`src/rtl/ahb_arb_pkg.sv`:
```
// Shared encodings, FSM state type and burst-length helper for the AHB-Lite bus arbiter.
package ahb_arb_pkg;

    localparam logic [1:0] HtransIdle   = 2'b00;
    localparam logic [1:0] HtransBusy   = 2'b01;
    localparam logic [1:0] HtransNonseq = 2'b10;
    localparam logic [1:0] HtransSeq    = 2'b11;

    localparam logic [2:0] HburstSingle = 3'b000;
    localparam logic [2:0] HburstIncr   = 3'b001;
    localparam logic [2:0] HburstWrap4  = 3'b010;
    localparam logic [2:0] HburstIncr4  = 3'b011;
    localparam logic [2:0] HburstWrap8  = 3'b100;
    localparam logic [2:0] HburstIncr8  = 3'b101;
    localparam logic [2:0] HburstWrap16 = 3'b110;
    localparam logic [2:0] HburstIncr16 = 3'b111;

    localparam logic [1:0] HrespOkay  = 2'b00;
    localparam logic [1:0] HrespError = 2'b01;

    typedef enum logic [1:0] {
        StPark,
        StOwn,
        StBurst,
        StLock
    } arb_state_e;

    // Remaining beats after the NONSEQ beat of a fixed-length burst; 0 for SINGLE/INCR.
    function automatic logic [3:0] burst_beats(input logic [2:0] hburst);
        logic [3:0] beats;
        case (hburst)
            HburstWrap4, HburstIncr4:   beats = 4'd3;
            HburstWrap8, HburstIncr8:   beats = 4'd7;
            HburstWrap16, HburstIncr16: beats = 4'd15;
            default:                    beats = 4'd0;
        endcase
        return beats;
    endfunction

endpackage

```
`src/rtl/ahb_rr_picker.sv`:
```
// Combinational round-robin search: first requester after ptr_i, wrapping; ptr_i itself is last.
module ahb_rr_picker #(
    parameter int unsigned NUM_MASTERS = 2,
    parameter int unsigned MID_W       = 2
) (
    input  logic [NUM_MASTERS-1:0] req_i,
    input  logic [MID_W-1:0]       ptr_i,
    output logic                   found_o,
    output logic [MID_W-1:0]       winner_o
);

    always_comb begin
        found_o  = 1'b0;
        winner_o = '0;
        for (int unsigned i = 1; i <= NUM_MASTERS; i++) begin
            for (int unsigned j = 0; j < NUM_MASTERS; j++) begin
                if (!found_o && req_i[j] && (j == (32'(ptr_i) + i) % NUM_MASTERS)) begin
                    found_o  = 1'b1;
                    winner_o = MID_W'(j);
                end
            end
        end
    end

endmodule

```
`src/rtl/ahb_bus_arbiter.sv`:
```
// Burst- and lock-aware round-robin AHB-Lite arbiter driving address/data-phase owner selects.
// Optional AHB_ARB_ERR_ABORT_EN: an ERROR response aborts the burst/lock and forces arbitration.
module ahb_bus_arbiter
    import ahb_arb_pkg::*;
#(
    parameter int unsigned NUM_MASTERS    = 2,
    parameter int unsigned MID_W          = 2,
    parameter int unsigned DEFAULT_MASTER = 0
) (
    input  logic                   HCLK,
    input  logic                   HRESET,
    input  logic [NUM_MASTERS-1:0] HBUSREQ,
    input  logic [NUM_MASTERS-1:0] HLOCK,
    input  logic [1:0]             HTRANS,
    input  logic [2:0]             HBURST,
    input  logic                   HREADY,
    input  logic [1:0]             HRESP,
    output logic [NUM_MASTERS-1:0] HGRANT,
    output logic [MID_W-1:0]       HMASTER,
    output logic [MID_W-1:0]       HMASTER_D,
    output logic                   HMASTLOCK
);

    localparam logic [MID_W-1:0] DefIdx = MID_W'(DEFAULT_MASTER);

    arb_state_e       state_q, state_d;
    logic [MID_W-1:0] owner_q, owner_d;
    logic [MID_W-1:0] hmaster_q, hmaster_d;
    logic [MID_W-1:0] hmaster_dp_q, hmaster_dp_d;
    logic             mastlock_q, mastlock_d;
    logic             lock_tail_q, lock_tail_d;
    logic [3:0]       beat_cnt_q, beat_cnt_d;
    logic [MID_W-1:0] rr_ptr_q, rr_ptr_d;
    logic             err_pend_q, err_pend_d;

    logic [NUM_MASTERS-1:0] owner_oh, winner_oh;
    logic                   owner_req, owner_lock, others_req;
    logic                   trans_idle, in_incr, start_fixed, handover_pend;
    logic                   err_first, arb_ok;
    logic                   rr_found;
    logic [MID_W-1:0]       rr_winner;

    ahb_rr_picker #(
        .NUM_MASTERS (NUM_MASTERS),
        .MID_W       (MID_W)
    ) u_picker (
        .req_i    (HBUSREQ),
        .ptr_i    (rr_ptr_q),
        .found_o  (rr_found),
        .winner_o (rr_winner)
    );

`ifdef AHB_ARB_ERR_ABORT_EN
    assign err_first = (HRESP == HrespError) && !HREADY;
`else
    logic unused_resp;
    assign unused_resp = ^HRESP;
    assign err_first   = 1'b0;
`endif

    assign owner_oh      = NUM_MASTERS'(1) << owner_q;
    assign winner_oh     = NUM_MASTERS'(1) << rr_winner;
    assign owner_req     = |(HBUSREQ & owner_oh);
    assign owner_lock    = |(HLOCK & owner_oh);
    assign others_req    = |(HBUSREQ & ~owner_oh);
    assign trans_idle    = (HTRANS == HtransIdle);
    assign in_incr       = (HBURST == HburstIncr) && !trans_idle;
    assign start_fixed   = (HTRANS == HtransNonseq) && (burst_beats(HBURST) != 4'd0);
    // New grant has not reached the address phase yet; re-arbitrating now would ping-pong.
    assign handover_pend = (hmaster_q != owner_q);

    assign arb_ok = HREADY && (err_pend_q ||
                    (!handover_pend && (beat_cnt_q == 4'd0 || trans_idle) && !start_fixed &&
                     !owner_lock && !mastlock_q && !lock_tail_q &&
                     (!owner_req || trans_idle || (in_incr && others_req))));

    always_comb begin
        state_d      = state_q;
        owner_d      = owner_q;
        hmaster_d    = hmaster_q;
        hmaster_dp_d = hmaster_dp_q;
        mastlock_d   = mastlock_q;
        lock_tail_d  = lock_tail_q;
        beat_cnt_d   = beat_cnt_q;
        rr_ptr_d     = rr_ptr_q;
        err_pend_d   = err_pend_q;

        if (HREADY) begin
            hmaster_d    = owner_q;
            hmaster_dp_d = hmaster_q;
            mastlock_d   = owner_lock;
            lock_tail_d  = mastlock_q;
            err_pend_d   = 1'b0;
            if (HTRANS == HtransNonseq) begin
                beat_cnt_d = burst_beats(HBURST);
            end else if (HTRANS == HtransSeq && beat_cnt_q != 4'd0) begin
                beat_cnt_d = beat_cnt_q - 4'd1;
            end else if (trans_idle) begin
                beat_cnt_d = 4'd0;
            end

            case (state_q)
                StLock: begin
                    if (!owner_lock) state_d = (beat_cnt_d != 4'd0) ? StBurst : StOwn;
                end
                default: begin
                    if (beat_cnt_d != 4'd0)     state_d = StBurst;
                    else if (state_q == StBurst) state_d = StOwn;
                end
            endcase
        end

        if (arb_ok) begin
            if (rr_found) begin
                owner_d  = rr_winner;
                rr_ptr_d = rr_winner;
                state_d  = |(HLOCK & winner_oh) ? StLock : StOwn;
            end else begin
                owner_d = DefIdx;
                state_d = StPark;
            end
        end

        if (err_first) begin
            beat_cnt_d = 4'd0;
            err_pend_d = 1'b1;
            if (state_q == StLock || state_q == StBurst) state_d = StOwn;
        end
    end

    always_ff @(posedge HCLK) begin
        if (HRESET) begin
            state_q      <= StPark;
            owner_q      <= DefIdx;
            hmaster_q    <= DefIdx;
            hmaster_dp_q <= DefIdx;
            mastlock_q   <= 1'b0;
            lock_tail_q  <= 1'b0;
            beat_cnt_q   <= 4'd0;
            rr_ptr_q     <= DefIdx;
            err_pend_q   <= 1'b0;
        end else begin
            state_q      <= state_d;
            owner_q      <= owner_d;
            hmaster_q    <= hmaster_d;
            hmaster_dp_q <= hmaster_dp_d;
            mastlock_q   <= mastlock_d;
            lock_tail_q  <= lock_tail_d;
            beat_cnt_q   <= beat_cnt_d;
            rr_ptr_q     <= rr_ptr_d;
            err_pend_q   <= err_pend_d;
        end
    end

    assign HGRANT    = owner_oh;
    assign HMASTER   = hmaster_q;
    assign HMASTER_D = hmaster_dp_q;
    assign HMASTLOCK = mastlock_q;

endmodule
```
`config.mk`:
```
export PLATFORM = sky130hd
export DESIGN_NAME = ahb_bus_arbiter
export DESIGN_NICKNAME = d
export VERILOG_FILES = /design/src/rtl/ahb_arb_pkg.sv /design/src/rtl/ahb_rr_picker.sv /design/src/rtl/ahb_bus_arbiter.sv
export SDC_FILE = /design/constraint.sdc
export NUM_CORES = 1
export LEC_CHECK = 0
export CORE_MARGIN = 5
export CORE_UTILIZATION = 35
export CTS_CLUSTER_SIZE = 40
export DETAILED_ROUTE_END_ITERATION = 8
export PLACE_DENSITY = 0.68
export SLEW_MARGIN = 20
export SYNTH_ARGS = -nofsm -noshare
export SYNTH_HDL_FRONTEND = slang
export SYNTH_SLANG_ARGS = --single-unit
```
`constraint.sdc`:
```
create_clock -name HCLK -period 2.7 [get_ports HCLK]
set_clock_uncertainty 0.15 [all_clocks]
set_input_delay 0.405 -clock HCLK [delete_from_list [all_inputs] [get_ports HCLK]]
set_output_delay 0.405 -clock HCLK [all_outputs]
set_load 0.01 [all_outputs]
```
Yosys cells after proc, flatten, opt, wreduce, memory -nomap -nowiden:

Cells that the tools add are included.

* add/subtract/negate cells: 3
* eq/ne operators: 10
* shifts and indexed selects: 1
* muxes and demuxes: 12
* bitwise operators: 4
* reduce and logical (&&, ||, !) cells: 46

Operator list (number)
* $logic_not 32->1: 2
* $logic_and 1x1->1: 18
* $eq 3x3->1 const B: 4
* $mux 4: 3
* $pmux 4 s3: 1
* $reduce_or 2->1: 6
* $logic_not 1->1: 10
* $mux 1: 8
* $reduce_bool 4->1: 2
* $and 2x2->2: 3
* $eq 3x2->1 const B: 2
* $eq 2x2->1 const B: 2
* $logic_not 4->1: 1
* $reduce_and 2->1: 2
* $sub 4x1->4 const B: 1
* $eq 3x1->1 const B: 1
* $logic_or 1x1->1: 3
* $reduce_bool 3->1: 1
* $add 1x1->1 const B: 2
* $logic_not 2->1: 1
* $ne 2x2->1: 1
* $not 2->2: 1
* $shl 1x2->2 const A: 1

* register bits: 13
* bits of input ports: 14
* logic and storage cells: 83

Longest topological paths before layout:

Gate-level depths: netlist of run 1.

* depth in word-level cells: 17
* depth in mapped cells: 6
* mapped depth without buffers: 6

Cells and area by module:

A second synthesis of run 1 with hierarchy kept.

* cells, all modules: 96
* area, all modules: 843.3 um^2

By module, submodules not included
* ahb_bus_arbiter: times used 1, cells each 92, area an instance 818.3 um^2, sequential area each 280.3 um^2
* ahb_rr_picker: times used 1, cells each 4, area an instance 25.0 um^2, sequential area each 0.0 um^2

Worst setup path after synthesis of run 1:

No wires, ideal clock.

* kind: reg2reg
* from: register beat_cnt_q[0]
* to: register beat_cnt_q[2]
* library setup time: 125 ps
* data arrival time: 1347 ps
* data required time: 2425 ps
* setup slack: 1078 ps
* cell stages (with the launch flop): 7
* path buffers: 0
* clock period less this slack: 1622 ps
* cells stage by stage: dfxtp_1 > inv_1 > ha_1 > or3b_1 > and3_1 > a32oi_1 > o32ai_1

* longest elaborated chain between the ends: 4
* elaborated cells on any way between the ends: 7
* classes of those cells: 1 x add/sub; 2 x mux; 4 x reduce/logical

Ends and longest elaborated chain
* start: declaration: RTL line ahb_bus_arbiter.sv:32 `logic [3:0] beat_cnt_q, beat_cnt_d;`
* start signal: assignment: RTL line ahb_bus_arbiter.sv:149 `beat_cnt_q <= beat_cnt_d;`
* branches (longest 4 deep; another with $sub 4x1->4)

Several ways; the timed one is not identified.
A chain may end at the register's enable or synchronous reset.

Worst setup path after layout of run 1:

* from: register owner_q[0]
* to: output port HGRANT[1]

* longest elaborated chain between the ends: 1

Ends and longest elaborated chain
* start: declaration: RTL line ahb_bus_arbiter.sv:27 `logic [MID_W-1:0] owner_q, owner_d;`
* start signal: assignment: RTL line ahb_bus_arbiter.sv:134 `owner_q <= DefIdx;`
* start signal: assignment: RTL line ahb_bus_arbiter.sv:144 `owner_q <= owner_d;`
* $shl 1x2->2: RTL line ahb_bus_arbiter.sv:61 `assign owner_oh = NUM_MASTERS'(1) << owner_q;`
* end: declaration: RTL line ahb_bus_arbiter.sv:18 `output logic [NUM_MASTERS-1:0] HGRANT,`

Every way passes these cells.

==> metrics.md, run 1 <==
| Metric | Value |
|---|---|
| Routability cong. | 0.814 |
| Vias/cell | 5.36 |
| Setup Buffers After CTS | 0 |
| Top post-synthesis cells by area | dfxtp_1 (31%), mux2i_1 (7.7%), nor2_1 (4.6%) |
| Overall die width | 53.0 um |
| Initial antenna violation count | 0 |
| DRC Markers | 0 |
| Seq/Total Area, Yosys | 30.9% |
| Max incr delay on CP | 600 ps |
| Die height | 53.0 um |
| CP max stage cell | clkdlybuf4s50_1 |
| Pin count of the biggest net entering global routing | 13 |
| FF-to-FF Start | beat_cnt_q[0]$_SDFFE_PP0P_ |
| Cell area after synthesis | 647 um2 |
| WL/cell | 13.1 um |
| DRT Pass-1 Iters | 4 |
| Min Clock Period, post-route | 1910 ps |
| Worst Setup End Kind | primary output |
| CP bufs+invs | 1 |
| # Max-Cap Violations | 0 |
| First DRT Iteration DRCs | 5 |
| Synth Flop Type | dfxtp_1 |
| I/O pins | 21 |
| First-pass GRT wire length | 2.75 mm |
| Routed WL | 1.53 mm |
| CP Launch Type | flop |
| CTS clk-pin slew, worst paths | 70 ps |
| Sum Neg Setup Slack | 0 ps |
| Post-layout util | 48.4% |
| Flops & latches, synth | 10 |
| Top cell type's share of synthesized area | 30.9% |
| Clock Latency Late Sink | 260 ps |
| Crit-path max FO | 8 |
| # hold bufs at CTS | 0 |
| Post-detail-place hpwl | 1.19 mm |
| Share of layout cells above drive strength 1 | 6.52% |
| Distinct cells, synth | 31 |
| GRT overflow | 0 |
| Total number of H-tree levels | 1 |
| Worst setup path start | owner_q[0]$_SDFFE_PP0P_ |
| CP Data Required Time | 2140 ps |
| Total number of vias | 627 |
| Hold crit path type | reg -> reg |
| YS warnings | 0 |
| Clock sink count | 10 |
| Hold Startpoint | HMASTER_D[0]$_SDFFE_PP0P_ |
| TritonCTS Buffers | 3 |
| Final Max Slew Viols | 0 |
| Initial Utilization | 37.1% |
| Vias in the first global route | 649 |
| Die area | 2810 um2 |
| CTS Root Cell | clkbuf_4 |
| Worst vdd rail ir drop | 0.194 mV |
| Final net count | 109 |
| Outcome | completed |
| Slew headroom | 62.6% |
| Slew @ Worst Pin | 558 ps |
| Fillers | 185 |
| Fin crit share | 70.7% |
| Clk buf depth | 2 |
| Arr. time, crit path | 1350 ps |
| CP cell instances | clkdlybuf4s50_1 |
| Type of the worst setup path | reg -> out |
| PnR worst setup slack | 791 ps |
| Average size of a mapped cell | 8.62 um2 |
| Post-synth EDFFs | 0 |
| Most common cell in the synthesized netlist | dfxtp_1 |
| PwrDens | 467 nW/um2 |
| Post_cts resized | 0 |
| Area leader, netlist | dfxtp_1 |
| Top cells by count, synth | dfxtp_1 (10), nor2_1 (8), inv_1 (7) |
| Buffers added on ports | 16 |
| Overall Global Routing Usage | 13.2% |
| Max Clock Freq | 0.524 GHz |
| Synth Instances | 75 |
| ANT cells | 0 |
| CTS tree | built |
| Final setup fails | 0 |
| RSZ-0062 raised after global routing | no |
| Layout area overhead | 30.6% |
| Pleak | 0.334 nW |
| Rows | 15 |
| Post-DRT Antenna Nets | 0 |
| Hold Vio Cnt, Final | 0 |
| Post-place setup slack | 524 ps |
| Async S/R FF share, synth | 0% |
| Top delay family on crit path | buffers and inverters |
| Core region area | 1750 um2 |
==> cell type report <==
type                       count  area (um2)  area share [%]
clock buffer                   4        36.3            4.30
inverter                       7        26.3            3.11
multi-input combinational     54         383            45.3
sequential                    10         200            23.7
tap                           25        31.3            3.70
timing repair buffer          17         168            19.9
==> power breakdown <==
| part | internal [mW] | total, mW | switching (mW) |
|---|---|---|---|
| clock | 0.0818 | 0.137 | 0.0556 |
| combinational | 0.0485 | 0.0950 | 0.0465 |
| sequential | 0.155 | 0.162 | 0.00723 |
==> per-layer routing <==
layer  part of all wire, %  up-vias  track usage (%)
met5                     0        -                0
met4                   2.3        0             7.66
met3                   6.9        4             3.10
met2                    48       20             22.1
met1                    42      299             15.2
li1                      -      304                -
==> layout by cell type, fill, tap and decap left out, drive strengths merged, types with 4 or more instances in the layout <==
master,n
clkdlybuf4s50,16
dfxtp,10
nor2,8
inv,7
mux2i,5
a21oi,5
clkbuf,4
==> per-stage QoR <==
| stage | instance area, um2 | hold slack (ps) | power, mW | cells |
|---|---|---|---|---|
| finish | 845 | 357 | 0.395 | 117 |
| floorplan | 651 | 311 | 0.226 | 76 |
| CTS | 845 | 361 | 0.399 | 117 |
| global placement | 808 | 325 | 0.257 | 113 |
| global route | 845 | 391 | 0.416 | 117 |
| detailed placement | 808 | 344 | 0.260 | 113 |
==> sequential cells by signal, indices dropped and copies added (netlist names) <==
register	cells
rr_ptr_q	1
beat_cnt_q	4
HMASTLOCK	1
owner_q	1
HMASTER_D	1
lock_tail_q	1
HMASTER	1
==> final timing paths <==
check / to / slack, ps / cells after the start
setup / recovery: HGRANT[1] / 790 / 1
hold / removal: HMASTER_D[0]$_SDFFE_PP0P_ / 360 / 2
setup reg to reg: beat_cnt_q[1]$_SDFFE_PP0P_ / 810 / 6
hold reg to reg: HMASTER_D[0]$_SDFFE_PP0P_ / 360 / 2
==> kinds of logic (layout without fill, tap and decap cells) <==
| logic type | Yosys count | after routing | synth area share (%) |
|---|---|---|---|
| mux | 5 | 5 | 7.74 |
| flops | 10 | 10 | 30.9 |
| xor+xnor | 2 | 2 | 2.71 |
| buf+inv | 12 | 28 | 10.4 |
| compound gates | 18 | 18 | 22.1 |
| fa+ha+maj | 2 | 2 | 3.87 |
| simple gates | 25 | 25 | 21.7 |
| other cells | 1 | 2 | 0.580 |
Note: power is estimated with default switching activity, not from simulation.
==> run 2: changes to the inputs <==
==> constraint.sdc (replaced) <==
create_clock -name HCLK -period 1.9 [get_ports HCLK]
set_clock_uncertainty 0.15 [all_clocks]
set_input_delay 0.285 -clock HCLK [delete_from_list [all_inputs] [get_ports HCLK]]
set_output_delay 0.285 -clock HCLK [all_outputs]
set_load 0.01 [all_outputs]
==> run 2 against run 1 <==
  * Sequential cell count unchanged
  * Total power rose by 45%
  * Final cell count increased by 6.0%
  * Clock power is 39% higher
  * Via count increased by 1.3%
  * Utilization rose by 3.5 points
  * First-iteration DRC count grew to 2.6 times the previous value
  * Worst setup slack worse by 670 ps
  * Cell area up 7.3%
  * Critical path type unchanged
  * Largest power group unchanged
==> metrics.md, run 2 (synthesis results as in run 1) <==
| Metric | Value |
|---|---|
| Total number of H-tree levels | 1 |
| Commonest non-fill, non-tap cells in the layout | clkdlybuf4s50_1 (16), dfxtp_1 (10), nor2_1 (8), buf_4 (8), inv_1 (7) |
| Largest Register | beat_cnt_q |
| Met1 Use GR | 14.2% |
| Commonest non-fill, non-tap cell in the layout | clkdlybuf4s50_1 |
| Busiest grt layer | met2 |
| Post-DRT Antenna Nets | 0 |
| Arr. time, crit path | 1350 ps |
| CP cell instances | clkdlybuf4s50_1 |
| Routability cong. | 0.847 |
| GRT overflow | 0 |
| Pin count of the biggest net entering global routing | 13 |
| CTS tree | built |
| # hold bufs at CTS | 0 |
| CP bufs+invs | 1 |
| Total number of vias | 635 |
| DRC Markers | 0 |
| WL/cell | 12.7 um |
| Post-detail-place hpwl | 1.22 mm |
| Final net count | 116 |
| CTS clk-pin slew, worst paths | 70 ps |
| Design area | 906 um2 |
| Worst vdd rail ir drop | 0.301 mV |
| Fillers | 171 |
| Max reg flops | 4 |
| Grt met3 use | 2.54% |
| Setup Buffers After CTS | 0 |
| PnR worst setup slack | 119 ps |
| # Max-Cap Violations | 0 |
| Buffers added on ports | 16 |
| Die height | 53.0 um |
| Pwr Total | 0.571 mW |
| Crit-path max FO | 8 |
| First-pass GRT wire length | 2.51 mm |
| Post_cts resized | 0 |
| Post-place setup slack | -110 ps |
| Share of layout cells above drive strength 1 | 15.2% |
| Hold Vio Cnt, Final | 0 |
| Outcome | completed |
| Final setup fails | 0 |
| CP Launch Type | flop |
| Clock sink count | 10 |
| Max Clock Freq | 0.561 GHz |
| PwrDens | 630 nW/um2 |
| RSZ-0062 raised after global routing | no |
| Vias in the first global route | 594 |
| GRT met2 Usage | 21.3% |
| CP max stage cell | clkdlybuf4s50_1 |
| TritonCTS Buffers | 3 |
| CP Data Required Time | 1460 ps |
| Vias/cell | 5.12 |
| Initial antenna violation count | 0 |
| Final Max Slew Viols | 0 |
| CTS Root Cell | clkbuf_4 |
| Initial Utilization | 37.1% |
| Routed WL | 1.57 mm |
| Die area | 2810 um2 |
| Overall die width | 53.0 um |
| ANT cells | 0 |
| Clock Latency Late Sink | 260 ps |
| Max incr delay on CP | 590 ps |
| Worst Setup End Kind | primary output |
| Top delay family on crit path | buffers and inverters |
| I/O pins | 21 |
| Rows | 15 |
| Min Clock Period, post-route | 1780 ps |
| Clk buf depth | 2 |
| Core region area | 1750 um2 |
| Overall Global Routing Usage | 12.4% |
| Fin crit share | 93.8% |
| First DRT Iteration DRCs | 13 |
| Hold crit path type | reg -> reg |
| FF-to-FF setup slack | 150 ps |
| Pleak | 0.371 nW |
| Post-place instance area | 861 um2 |
| Sum Neg Setup Slack | 0 ps |
| DRT Pass-1 Iters | 4 |
| Layout area overhead | 40.0% |
| Fin Hold WS | 353 ps |
| Type of the worst setup path | reg -> out |
## run 2: cell types whose count changed in the layout (fill, tap and decap cells not counted), sizes merged
cell  previous run  this run
buf              1         8
## run 2: power by group
group	switching, mW	total (mW)	leakage [nW]	internal [mW]
Sequential	0.0109	0.232	0.0816	0.221
Clock	0.0734	0.190	0.0210	0.116
Combinational	0.0689	0.149	0.268	0.0805
Total	0.153	0.571	0.371	0.417
## run 2: cell type report
type | instances | area [um2] | share of cell area [%]
Inverter | 7 | 26.3 | 2.90
Tap cell | 25 | 31.3 | 3.45
Timing Repair Buffer | 24 | 220 | 24.3
Multi-Input combinational cell | 54 | 392 | 43.2
Sequential cell | 10 | 200 | 22.1
Clock buffer | 4 | 36.3 | 4.01
## run 2: routing by layer
layer	wire length [um]	share of wire (%)
met1	721	46
met2	704	45
met5	0	0
met3	126	8.0
met4	17	1.1
## run 2: worst paths after layout
| check | from | endpoint | depth (start not counted) |
|---|---|---|---|
| max reg2reg | beat_cnt_q[0]$_SDFFE_PP0P_ | beat_cnt_q[2]$_SDFFE_PP0P_ | 6 |
| max | owner_q[0]$_SDFFE_PP0P_ | HGRANT[1] | 1 |
| min reg2reg | lock_tail_q$_SDFFE_PP0P_ | lock_tail_q$_SDFFE_PP0P_ | 2 |
| min | lock_tail_q$_SDFFE_PP0P_ | lock_tail_q$_SDFFE_PP0P_ | 2 |
## run 2: stage by stage
step	util (%)	instances
after floorplan	-	76
after global placement	49.3	120
after detailed placement	49.3	120
after CTS	51.4	124
after global routing	51.9	124
final	51.9	124
## run 2: tightest hold or removal path, cell delays in order, from the launching register on
cell	delay, ps
dfxtp_1	330
mux2i_1	60
nor2_1	80
==> run 3: changes to the inputs <==
--- a/config.mk
+++ b/config.mk
@@ -10,6 +10,7 @@
 export CTS_CLUSTER_SIZE = 40
 export DETAILED_ROUTE_END_ITERATION = 8
 export PLACE_DENSITY = 0.68
+export SKIP_LAST_GASP = 1
 export SLEW_MARGIN = 20
 export SYNTH_ARGS = -nofsm -noshare
 export SYNTH_HDL_FRONTEND = slang
==> results of run 3 <==
The final DEF is identical to that of run 2; final timing and power are the same.
==> patch, RTL diff (settings of run 3) <==
Build with the macro `AHB_ARB_ERR_ABORT_EN` defined.
--- a/src/rtl/ahb_bus_arbiter.sv
+++ b/src/rtl/ahb_bus_arbiter.sv
@@ -1,5 +1,7 @@
 // Burst- and lock-aware round-robin AHB-Lite arbiter driving address/data-phase owner selects.
 // Optional AHB_ARB_ERR_ABORT_EN: an ERROR response aborts the burst/lock and forces arbitration.
+`define AHB_ARB_ERR_ABORT_EN
+
 module ahb_bus_arbiter
     import ahb_arb_pkg::*;
 #(
Function: changed (a bounded check fails within 4 cycles, from zero or initial values and one cycle with HRESET high).
==> patch against run 3 <==
Sequential share of layout area shrank 0.61 points. Design area grew 15%. Via count grew 9.1%. Combinational power grew 23%. Area after synthesis grew 2.9%. Wire length grew 11%. Count of clock-buffer cells in the layout is the same. Die area grew 2.4%. The run now ends with negative setup slack left. Worst setup slack lost 0.35 ns. Sequential cell count grew 1. Power grew 3.2%.
==> patch: results (changes against run 3) <==
- Peak supply drop: 366 uV (+21%)
- WL/cell: 12.1 um (-4.2%)
- Largest stage delay on the critical path: 0.40 ns (-0.19 ns)
- Met1 wire length: 801 um (+11%)
- Most frequent cells after synthesis: 11 x dfxtp_1, 10 x nor2_1, 8 x inv_1
- LEAKAGE: 0.438 nW (+18%)
- Vias in the first global route: 680 (+14%)
- Slack of the critical path: -0.232 ns (-0.350 ns)
- Internal Power: 428 uW (+2.6%)
- Met3 Use GR: 1.66% (-0.87 points)
- Vias per cell: 4.85 (-5.4%)
- Met3 WL post-DR: 62 um (-51%)
- # port buffers: 18 (+2)
- First-pass GRT wire length: 2930 um (+16%)
- Psw: 161 uW (+5.0%)
- Nets: 135 (+16%)
- Crit path max fanout: 3 (-5)
- P_clk: 155 uW (-18%)
- GR Layer Usage met1: 17.6% (+3.4 points)
- Syn Inst Count: 82 (+9.3%)
- CP arrival: 2.13 ns (+0.78 ns)
- DR iter-0 viols: 21 (+8)
- Seq/Total Area, Yosys: 33.1% (+2.1 points)
- Gr usage total: 13.6% (+1.2 points)
- Met2 usage: 22.9% (+1.6 points)
- Total number of vias: 693 (+9.1%)
- Final setup fails: 2 (+2)
- Met2 Wirelength: 852 um (+21%)
- Share of cells above drive strength 1: 25.4% (+10 points)
- Violated checks: negative setup slack
- Fin Setup TNS: -0.398 ns (-0.398 ns)
- Status: finished with violations
- Crit-path slowest cell: or4_1
- DP Wirelength: 1430 um (+17%)
- Seq power: 251 uW (+8%)
-- patch: worst paths after layout --
kind	from	slack (ns)	end	cells past startpoint
worst min-delay path	HMASTER_D[0]	0.35	HMASTER_D[0]	2
worst max-delay path	beat_cnt_q[0]	-0.23	rr_ptr_q[0]	6
worst min register to register	HMASTER_D[0]	0.35	HMASTER_D[0]	2
worst max register to register	beat_cnt_q[0]	-0.23	rr_ptr_q[0]	6
-- patch: logic make-up (layout without fill, tap and decap cells) --
group / after synthesis / in the layout / share of synthesized area [%]
flops: 11 / 11 / 33.1
buf+inv: 13 / 48 / 8.65
compound gates: 19 / 19 / 21.2
mux: 5 / 5 / 7.52
other cells: 1 / 2 / 0.563
xor+xnor: 1 / 1 / 1.32
fa+ha+maj: 2 / 2 / 3.76
simple gates: 30 / 30 / 23.9
-- patch: worst max-delay path: cells and delay by family, from the launching register on --
family                   cells  cell delay [ns]
AND/OR/NAND/NOR              2             0.77
AO/OA/AOI/OAI                2             0.59
flip-flops                   1             0.32
adder cells (fa/ha/maj)      1             0.12
buffers and inverters        1             0.07
-- patch: area by class of cell --
class	count	area [sq um]
timing repair buffer	36	315
inverter	8	30.0
multi-input combinational	59	415
sequential	11	224
tap	25	31.3
fill	171	722
clock buffer	4	26.3
-- patch: timing repair --
item	4_1_cts	5_1_grt
resized for setup	4	0
pin swaps	0	0
setup endpoints to repair	2	2
gates cloned	0	0
-- patch: through the flow --
step | setup slack, ns | hold WS (ns) | instance area [sq um] | utilization, %
final | -0.232 | 0.354 | 1040 | 59.1
after global routing | -0.329 | 0.391 | 1040 | 59.1
after CTS | -0.213 | 0.365 | 1040 | 59.1
after detailed placement | -0.484 | 0.347 | 991 | 56.2
after global placement | -0.424 | 0.335 | 991 | 56.2
after floorplan | -0.184 | 0.307 | 678 | -
